[src/rtl/stream_xbar_pkg.sv]
// Shared types and helpers for the stream crossbar: arbiter state enum and a
// $clog2 variant that never returns less than 1.
package stream_xbar_pkg;

  typedef enum logic {
    IDLE   = 1'b0,
    LOCKED = 1'b1
  } arb_state_t;

  function automatic int clog2_min1(input int value);
    return (value <= 2) ? 1 : $clog2(value);
  endfunction

endpackage

[src/rtl/packet_arbiter_rr_pick.sv]
// Combinational round-robin picker: first eligible (request & ~mask) bit at
// index >= ptr, wrapping to 0. Returns one-hot, binary index and any.
module rr_pick #(
  parameter int N = 2,
  parameter int W = 1
) (
  input  logic [N-1:0] request,
  input  logic [W-1:0] ptr,
  input  logic [N-1:0] mask,
  output logic [N-1:0] grant,
  output logic [W-1:0] index,
  output logic         any
);

  logic [N-1:0] eligible;

  assign eligible = request & ~mask;

  always_comb begin
    int j;
    j     = 0;
    grant = '0;
    index = '0;
    any   = 1'b0;
    for (int i = 0; i < N; i++) begin
      j = int'(ptr) + i;
      if (j >= N) j = j - N;
      if (!any && eligible[j[W-1:0]]) begin
        any               = 1'b1;
        grant[j[W-1:0]]   = 1'b1;
        index             = j[W-1:0];
      end
    end
  end

endmodule

[src/rtl/packet_arbiter.sv]
// Per-output-port packet arbiter: round-robin with a per-owner packet quota and
// grant locked until the last beat. Optional watchdog: PACKET_ARBITER_WATCHDOG_EN.
module packet_arbiter
  import stream_xbar_pkg::*;
#(
  parameter  int NUM_REQUEST = 2,
  parameter  int MAX_PACKETS = 8,
  parameter  int TIMEOUT     = 256,
  localparam int ID_WIDTH    = clog2_min1(NUM_REQUEST)
) (
  input  logic                   clk,
  input  logic                   rst,
  input  logic [NUM_REQUEST-1:0] request_i,
  input  logic                   beat_valid_i,
  input  logic                   beat_ready_i,
  input  logic                   beat_last_i,
  output logic [NUM_REQUEST-1:0] grant_o,
  output logic [ID_WIDTH-1:0]    grant_id_o,
  output logic                   busy_o,
  output logic                   timeout_o
);

  localparam int CNT_W = clog2_min1(MAX_PACKETS);
  localparam logic [CNT_W-1:0] CNT_MAX = CNT_W'(MAX_PACKETS - 1);

  // Handshake: a beat completes on beat_valid_i & beat_ready_i; only a
  // completing beat with beat_last_i ends a packet and may move the grant.
  arb_state_t             state, state_next;
  logic [NUM_REQUEST-1:0] grant_next;
  logic [ID_WIDTH-1:0]    id_next;
  logic [ID_WIDTH-1:0]    ptr, ptr_next, ptr_after_pick;
  logic [CNT_W-1:0]       pkt_cnt, cnt_next;
  logic [NUM_REQUEST-1:0] pick_mask, pick_grant;
  logic [ID_WIDTH-1:0]    pick_index;
  logic                   pick_any;
  logic                   beat_done, eop, owner_req, keep, wd_release;

  assign beat_done = beat_valid_i & beat_ready_i;
  assign eop       = (state == LOCKED) & beat_done & beat_last_i;
  assign owner_req = |(request_i & grant_o);
  assign keep      = eop & owner_req;
  assign busy_o    = (state == LOCKED);

  // In LOCKED the current owner is masked so pick_any means "another requester".
  assign pick_mask = (state == LOCKED) ? grant_o : '0;
  assign ptr_after_pick = (pick_index == ID_WIDTH'(NUM_REQUEST - 1)) ? '0
                                                                     : pick_index + 1'b1;

  rr_pick #(
    .N (NUM_REQUEST),
    .W (ID_WIDTH)
  ) u_rr_pick (
    .request (request_i),
    .ptr     (ptr),
    .mask    (pick_mask),
    .grant   (pick_grant),
    .index   (pick_index),
    .any     (pick_any)
  );

`ifdef PACKET_ARBITER_WATCHDOG_EN
  localparam int STALL_W = clog2_min1(TIMEOUT + 1);
  logic [STALL_W-1:0] stall_cnt;

  // Release on the stalled cycle that would bring the counter to TIMEOUT.
  assign wd_release = (state == LOCKED) & ~beat_done &
                      (stall_cnt == STALL_W'(TIMEOUT - 1));

  always_ff @(posedge clk) begin
    if (rst) begin
      stall_cnt <= '0;
      timeout_o <= 1'b0;
    end else begin
      timeout_o <= wd_release;
      if (beat_done || wd_release || (state_next != state))
        stall_cnt <= '0;
      else if (state == LOCKED)
        stall_cnt <= stall_cnt + 1'b1;
    end
  end
`else
  logic unused_timeout;
  assign unused_timeout = ^TIMEOUT;
  assign wd_release     = 1'b0;
  assign timeout_o      = 1'b0;
`endif

  always_comb begin
    state_next = state;
    grant_next = grant_o;
    id_next    = grant_id_o;
    ptr_next   = ptr;
    cnt_next   = pkt_cnt;
    case (state)
      IDLE: begin
        if (pick_any) begin
          state_next = LOCKED;
          grant_next = pick_grant;
          id_next    = pick_index;
          ptr_next   = ptr_after_pick;
          cnt_next   = '0;
        end
      end
      LOCKED: begin
        if (eop || wd_release) begin
          if (keep && (!pick_any || pkt_cnt < CNT_MAX)) begin
            if (pkt_cnt < CNT_MAX) cnt_next = pkt_cnt + 1'b1;
          end else if (pick_any) begin
            grant_next = pick_grant;
            id_next    = pick_index;
            ptr_next   = ptr_after_pick;
            cnt_next   = '0;
          end else begin
            state_next = IDLE;
            grant_next = '0;
            id_next    = '0;
            cnt_next   = '0;
          end
        end
      end
      default: begin
        state_next = IDLE;
        grant_next = '0;
        id_next    = '0;
      end
    endcase
  end

  always_ff @(posedge clk) begin
    if (rst) begin
      state      <= IDLE;
      grant_o    <= '0;
      grant_id_o <= '0;
      ptr        <= '0;
      pkt_cnt    <= '0;
    end else begin
      state      <= state_next;
      grant_o    <= grant_next;
      grant_id_o <= id_next;
      ptr        <= ptr_next;
      pkt_cnt    <= cnt_next;
    end
  end

endmodule

[config.mk]
export PLATFORM = sky130hd
export DESIGN_NAME = packet_arbiter
export DESIGN_NICKNAME = d
export VERILOG_FILES = /design/src/rtl/stream_xbar_pkg.sv /design/src/rtl/packet_arbiter_rr_pick.sv /design/src/rtl/packet_arbiter.sv
export SDC_FILE = /design/constraint.sdc
export NUM_CORES = 1
export LEC_CHECK = 0
export CORE_AREA = 5 5 42 44
export DETAILED_ROUTE_END_ITERATION = 8
export DIE_AREA = 0 0 47 49
export GPL_TIMING_DRIVEN = 0
export PLACE_DENSITY_LB_ADDON = 0.2
export SYNTH_ARGS = -nofsm -noshare
export SYNTH_HDL_FRONTEND = slang
export SYNTH_SLANG_ARGS = --single-unit
[constraint.sdc]
create_clock -name clk -period 1.3 [get_ports clk]
set_input_delay 0.13 -clock clk [delete_from_list [all_inputs] [get_ports clk]]
set_output_delay 0.13 -clock clk [all_outputs]
set_load 0.01 [all_outputs]
==> results by stage, run 1 <==
Timing:
- The least setup slack across all paths after layout is -0.1443 ns.
- Setup repair after global routing could not meet its margin everywhere.
- The tightest hold path in the finished design has a slack of 0.3482 ns.
- The clock period minus worst slack is 1.444 ns.
- The final-report hold violation count is 0.
- The number of pins exceeding their max-slew limit in the final report was 0.
- The final critical-path share of the clock period is 1.111.
- The maximum clock frequency is 0.6924 GHz.
- Setup violations remaining at the end of the flow were counted as 5.
- The clock arrives with 0.0003289 ns of skew.

Floorplan:
- The vertical die dimension is 49 µm.
- The overall die area is 2303 µm².
- In this run the standard cell core region covers 1401 µm².
- During I/O placement, the number of pins put on the boundary was 12.
- In this run the horizontal extent of the chip is 47 µm.
- The floorplan has 14 rows.
- For this configuration, the core starts out at a cell density of 0.3438.

Pwr:
- The static leakage power is 0.3182 nW.
- The design draws 0.6444 mW.
- The maximum vdd ir drop is 0.0004162 V.
- The power density over cell area is 836.0 nW/µm².

Finish:
- The repair_antennas step left the layout with diodes totalling 0.
- The count of filler cells inserted in the layout is 135.
- In the layout the commonest cells are 8 x sky130_fd_sc_hd__buf_4, 5 x sky130_fd_sc_hd__clkdlybuf4s50_1, 4 x sky130_fd_sc_hd__dfxtp_1, 4 x sky130_fd_sc_hd__dlygate4sd2_1.
- The library cell used most frequently in the layout, excluding fill and tap cells, is sky130_fd_sc_hd__buf_4.
- At the end of the flow, the number of nets in the layout was 85.
- Of the cells placed in the final design, the portion with a size suffix greater than 1 is 0.4400.
- From synthesis to final layout, the design area changed by 60.00%.

GRT:
- The via count of the first global-routing pass is 464.
- Entering global routing, the biggest net connects 9 pins.
- The global router's overall resource usage is 0.1204.
- The initial antenna violation count is 0.
- After global routing the overflow that remains totals 0.
- The first global-routing pass estimated 2.063 mm of wire.

Run status:
- The checks that failed: negative setup slack.
- The run finished, with violations left.

Setup path:
- The worst setup path is launched from a flip-flop.
- The worst path arrival time is 1.64 ns.
- The data required time of the critical path is 1.49 ns.
- The master of the slowest instance on the critical path is sky130_fd_sc_hd__or4_1.
- The type of the worst setup path is flip-flop to flip-flop.
- The largest single stage delay on the critical path is 0.49 ns.
- Of all nets on the critical path, the largest fanout is 4.
- The worst setup path is captured at a flip-flop.
- Traced cell by cell, the critical path runs through a22oi_2, nor4_4, or4_1, a21oi_2.

Drt:
- For this run, design rule violations remaining after detail routing come to 0.
- The average routed wire per standard cell is 14.54 µm.
- Dividing the detail-routed via count by the number of cells gives 5.703.
- The first routing iteration left 14 violations.
- Across all layers, the routed design uses 519 vias.
- The detail route stage leaves a number of antenna-violating nets equal to 0.
- The number of detailed-route iterations in the first pass is 4.
- The aggregate routed wire length is 1.323 mm.

Yosys:
- A synthesized cell averages 9.089 µm².
- The post-synthesis instance area is 481.7 µm².
- The count of warnings emitted by yosys is 0.
- The number of unique standard cell types used by synthesis is 29.
- The synthesized net count is 61.
- Synthesis produced 53 cells.
- The number of storage elements in the synthesis netlist is 8.
- The sequential element share of the synthesized area is 0.3325.

Clocking:
- The CTS buffer count is 3.
- The maximum count of clock buffers along a single path is 2.
- The TritonCTS clock tree is yes.
- In this run the number of H-tree levels came out at 1.
- The number of buffers added to fix hold violations after cts is 0.
- The clock-pin slew on the worst setup and hold paths is 0.06 ns.
- The clock latency of the later-clocked register in the worst-skew pair is 0.25 ns.
- The root buffer cell is sky130_fd_sc_hd__clkbuf_4.
- The clock drives 8 sinks.

Place:
- The count of buffers from port buffering is 10.
- At the end of routability-driven placement, the weighted congestion stood at 0.7586.
- The wire-length estimate of the detail-placed layout is 817.5 µm.

Flow run:
- Max-cap violations in this run came to 0.

Hold path:
- The type of the most critical hold path is primary input to flip-flop.
==> cells in the mapped netlist <==
cell / instances / area (µm²)
sky130_fd_sc_hd__o21ba_2: 1 / 10.01
sky130_fd_sc_hd__and3_1: 1 / 6.260
sky130_fd_sc_hd__a211oi_1: 2 / 15.01
sky130_fd_sc_hd__a311oi_1: 1 / 8.760
sky130_fd_sc_hd__nand4_1: 1 / 6.260
sky130_fd_sc_hd__o31ai_1: 1 / 7.510
sky130_fd_sc_hd__nor4_2: 1 / 12.51
sky130_fd_sc_hd__buf_4: 1 / 7.510
sky130_fd_sc_hd__o211ai_1: 1 / 7.510
sky130_fd_sc_hd__nand3_1: 5 / 25.02
sky130_fd_sc_hd__and4_4: 1 / 11.26
sky130_fd_sc_hd__or4_1: 1 / 7.510
sky130_fd_sc_hd__ha_1: 1 / 12.51
sky130_fd_sc_hd__buf_6: 1 / 11.26
sky130_fd_sc_hd__o211a_1: 1 / 10.01
sky130_fd_sc_hd__a21o_1: 1 / 7.510
sky130_fd_sc_hd__a221oi_1: 1 / 8.760
sky130_fd_sc_hd__nor2_1: 4 / 15.01
sky130_fd_sc_hd__nand4b_1: 1 / 8.760
sky130_fd_sc_hd__a21oi_1: 6 / 30.03
sky130_fd_sc_hd__a21bo_2: 1 / 10.01
sky130_fd_sc_hd__conb_1: 1 / 3.750
sky130_fd_sc_hd__dfxtp_1: 8 / 160.2
sky130_fd_sc_hd__a22oi_2: 1 / 12.51
sky130_fd_sc_hd__a21boi_4: 1 / 18.77
sky130_fd_sc_hd__inv_1: 3 / 11.26
sky130_fd_sc_hd__o21ai_0: 3 / 15.01
sky130_fd_sc_hd__a21boi_2: 1 / 11.26
sky130_fd_sc_hd__a221o_1: 1 / 10.01
==> critical path, delay by kind of cell (launching register included) <==
family | cells | cell delay [ns]
and+or+nand+nor | 2 | 0.57
AOI/OAI and AO/OA | 2 | 0.46
DFF | 1 | 0.35
==> final timing paths <==
kind	depth (start not counted)	slack (ns)	start	to
worst max register to register	4	-0.14	grant_o[1]	pkt_cnt[2]
worst min-delay path	3	0.35	request_i[1]	busy_o
worst min register to register	2	0.46	grant_id_o	grant_id_o
worst max-delay path	4	-0.14	grant_o[1]	pkt_cnt[2]
==> per-layer routing <==
layer / track usage / wire length (µm)
met1: 0.1604 / 562
met2: 0.1787 / 668
met3: 0.02583 / 70
met4: 0.05530 / 21
met5: 0 / 0
==> cells by family after synthesis <==
kind of cell	after synthesis	share of synthesized area
other cells	1	0.007785
compound gates	23	0.3792
simple gates	15	0.1922
buf+inv	5	0.06234
fa+ha+maj	1	0.02597
flops	8	0.3325
==> metrics by stage <==
stage	area, µm²	setup TNS (ns)	std cells	setup WS, ns	utilization
6_report	770.7	-0.3825	91	-0.1443	0.5500
5_1_grt	770.7	-0.7735	91	-0.1951	0.5500
3_3_place_gp	604.3	-2.217	79	-0.4147	0.4313
3_5_place_dp	604.3	-2.181	79	-0.4257	0.4313
4_1_cts	686.9	-0.2090	88	-0.08700	0.4902
2_1_floorplan	484.2	-0.1071	53	-0.05554	-
==> final cells by class <==
cell class / count / area, µm² / area share
Clock buffer: 3 / 22.52 / 0.02922
Timing Repair Buffer: 19 / 172.7 / 0.2240
Buffer: 2 / 18.77 / 0.02435
Multi-Input combinational cell: 40 / 357.8 / 0.4643
Inverter: 3 / 11.26 / 0.01461
Sequential cell: 8 / 167.7 / 0.2175
Tap cell: 16 / 20.02 / 0.02597
==> registers in the layout, indices dropped and copies added, names as in the netlist <==
signal / count
busy_o: 1
grant_id_o: 1
grant_o: 2
pkt_cnt: 3
ptr: 1
==> power breakdown <==
part	switching (mW)	internal [mW]	leakage [nW]
Clock	0.0901	0.106	0.0138
Sequential	0.0138	0.261	0.0673
Combinational	0.0813	0.0923	0.237
Total	0.185	0.459	0.318
==> repair_timing <==
action,CTS,global route
gates cloned,0,0
pin swaps,4,13
endpoints found under the setup margin,8,7
gates resized for setup,9,15
setup buffers,6,3
(Power assumes the default switching activity.)
==> run 2: changes to the inputs <==
clock period = 1.5 ns   (was 1.3 ns; I/O delays follow)
==> run 2 against run 1 <==
The run now ends clean. Combinational power down 25%. Wire length down 6.4%. Final cell count down 3.3%. Core utilization down 4.6 points. Sequential cell count unchanged. Worst hold slack worse by 0.11 ns. Final area down 8.4%. Non-clock buffer count down 3. Via count down 8.3%. Largest power group unchanged.
==> results by stage, run 2 (synthesis results as in run 1) <==
Finish:
- The count of filler cells inserted in the layout is 144 (+6.7%).
- The top cell types in the final layout, fill and taps aside, are 8 x sky130_fd_sc_hd__clkdlybuf4s50_1, 7 x sky130_fd_sc_hd__buf_4, 5 x sky130_fd_sc_hd__nand3_1, 5 x sky130_fd_sc_hd__dfxtp_1.
- The combined area of the multi-input logic cells is 319.1 µm² (-11%).
- Ranked by flip-flop count, first place goes to pkt_cnt.
- The post-route standard cell area excluding fillers is 705.7 µm² (-8.4%).
- The area taken by flip-flops and latches is 163.9 µm² (-2.2%).
- The share of final-layout standard cells stronger than drive strength 1 was 0.3333 (-0.1067).
- The area added between synthesis and finish is 46.49%.
- The most common cell after layout, fill and taps aside is sky130_fd_sc_hd__clkdlybuf4s50_1.
- In the final layout, the registers with the most flip-flops are pkt_cnt (3), grant_o (2).
- The diode insertion count for antenna repair is 0 (unchanged).
- The flip-flop count of the largest register, all copies and words added was 3 (unchanged).
- The final net count is 82 (-3.5%).

Place:
- The count of buffers from port buffering was 10 (unchanged).
- The final HPWL from detailed placement is 799.7 µm (-2.2%).
- The final RePlAce weighted congestion was 0.7076 (-6.7%).
- The total placed instance area came to 601.8 µm² (-0.41%).

Hold path:
- The launch instance of the worst min-delay path is request_i[1].
- The min-delay analysis places its worst path in the category primary input to flip-flop.

Pwr:
- The switching power share of the total came to 0.2772 (-0.01026).
- The clock share of power is 0.312 (+0.007).
- The power density over cell area is 763.5 nW/µm² (-8.7%).
- The cell-internal power is 0.3894 mW (-15%).
- The combinational power share is 0.244 (-0.025).
- The maximum vdd ir drop is 0.0004956 V (+19%).
- The part of the power in registers is 0.444 (+0.018).
- The total power draw was 0.5388 mW (-16%).
- The static leakage power came to 0.2858 nW (-10%).
- The switching component of the power was 0.1494 mW (-19%).

Drt:
- The number of DRC markers after the initial detailed-route iteration is 17 (+3).
- The detailed-route via count was 476 (-8.3%).
- The number of nets still failing antenna checks after routing was 0 (unchanged).
- The average via count per standard cell came to 5.409 (-5.2%).
- The number of detailed-route iterations in the first pass is 4 (unchanged).
- The average routed wire per standard cell is 14.07 µm (-3.2%).
- The final routed DRC violation total came to 0 (unchanged).
- The aggregate routed wire length is 1.238 mm (-6.4%).

GRT:
- The maximum number of pins on one net before global-route repair is 11 (+2).
- The via count of the first global-routing pass is 424 (-8.6%).
- The first-pass GRT wire length was 1.952 mm (-5.4%).
- The global router's overall resource usage is 0.1175 (-0.002900).
- The final global-route overflow total is 0 (unchanged).
- The initial antenna violation count is 0 (unchanged).

Setup path:
- STA classifies the critical path endpoint as a flip-flop.
- The worst path arrival time was 1.69 ns (+0.05 ns).
- The maximum fanout encountered on the critical timing path came to 4 (unchanged).
- The launch point of the critical path is grant_o[1].
- The type of the worst setup path is flip-flop to flip-flop.
- The setup slack of the most critical reg-to-reg path is 0.002 ns (+0.15 ns).
- The startpoint identified for the worst register-to-register timing path is grant_o[1].
- The nature of the critical path startpoint is a flip-flop.
- The data required time of the critical path came to 1.69 ns (+0.20 ns).

Floorplan:
- The overall die area is 2303 µm² (unchanged).
- The initial core utilization is 0.3438 (unchanged).
- The number of top-level pins is 12 (unchanged).
- The number of rows in the core area came to 14 (unchanged).
- The vertical die dimension came to 49 µm (unchanged).
- The core area is 1401 µm² (unchanged).
- The width of the die is 47 µm (unchanged).

Clocking:
- The CTS buffer count is 3 (unchanged).
- The clock-pin slew on the worst setup and hold paths came to 0.06 ns (about the same).
- The maximum count of clock buffers along a single path is 2 (unchanged).
- The number of buffers added to fix hold violations after cts is 0 (unchanged).
- The clock latency of the later-clocked register in the worst-skew pair is 0.26 ns (about the same).
- The number of H-tree levels was 1 (unchanged).
- In this run the clock root is driven by a sky130_fd_sc_hd__clkbuf_4.
- TritonCTS built the clock tree.
- The clock sink count came to 8 (unchanged).

Timing:
- The final-report hold violation count came to 0 (unchanged).
- Setup repair after global routing could not meet its margin everywhere.
- The maximum clock frequency was 0.6676 GHz (-3.6%).
- The number of pins exceeding their max-slew limit in the final report is 0 (unchanged).
- The clock skew after layout is 0.01080 ns (+0.01047 ns).
- The clock period minus worst slack is 1.498 ns (+0.05357 ns).
- The final critical-path share of the clock period is 0.9986 (-0.1124).
- The total of endpoints with negative setup slack in the final report came to 0 (-5).

Flow run:
- The number of max-cap violations was 0 (unchanged).

Run status:
- The run finished with clean final reports.
run 2: changes by cell type in the layout (fill, tap and decap cells not counted), sizes merged:
cell,before,now
dlygate4sd2,4,0
buf,11,8
clkdlybuf4s50,5,8
dlymetal6s2s,1,2
run 2: metrics by stage:
stage	cells	setup WS [ns]	hold slack [ns]	TNS (ns)	utilization
after CTS	82	0.0006792	0.4767	0	0.4455
after global placement	79	-0.2340	0.4626	-0.8896	0.4295
after floorplan	53	0.09610	0.2191	0	-
final	88	0.002092	0.2402	0	0.5036
after detailed placement	79	-0.2434	0.4687	-0.9939	0.4295
after global routing	88	-0.03779	0.2815	-0.1146	0.5036
run 2: area by class of cell:
| class | count | area share |
|---|---|---|
| Buffer | 2 | 0.02660 |
| Tap cell | 16 | 0.02837 |
| Inverter | 3 | 0.01596 |
| Timing Repair Buffer | 16 | 0.2128 |
| Sequential cell | 8 | 0.2323 |
| Clock buffer | 3 | 0.03191 |
| Multi-Input combinational cell | 40 | 0.4521 |
run 2: metal layers:
metal,GRT usage,wire length (µm)
met1,0.1689,589
met3,0.07011,79
met5,0,0
met4,0.04147,10
met2,0.1403,559
run 2: worst max-delay path, cell delays in order, from the launching register on:
cell                      delay [ns]
sky130_fd_sc_hd__dfxtp_2        0.35
sky130_fd_sc_hd__a22oi_2        0.32
sky130_fd_sc_hd__nor4_4         0.11
sky130_fd_sc_hd__or4_4          0.53
sky130_fd_sc_hd__a21oi_2        0.12
run 2: path summary, 6_finish.rpt:
check / to / cells after the start
max: pkt_cnt[2] / 4
min: busy_o / 3
max reg2reg: pkt_cnt[2] / 4
min reg2reg: grant_id_o / 2
run 2: timing repair:
action                     in CTS  in global routing
setup buffers                   0                  6
pin swaps                       1                  8
gates resized for setup         0                 10
cloned                          0                  0
setup endpoints to repair       1                  5
run 2: power groups by stage:
stage,Combinational (mW),Clock (mW),Sequential [mW]
floorplan,0.0593,0,0.244
global placement,0.109,0,0.242
detailed placement,0.109,0,0.242
CTS,0.110,0.176,0.237
global route,0.144,0.189,0.241
finish,0.131,0.168,0.239
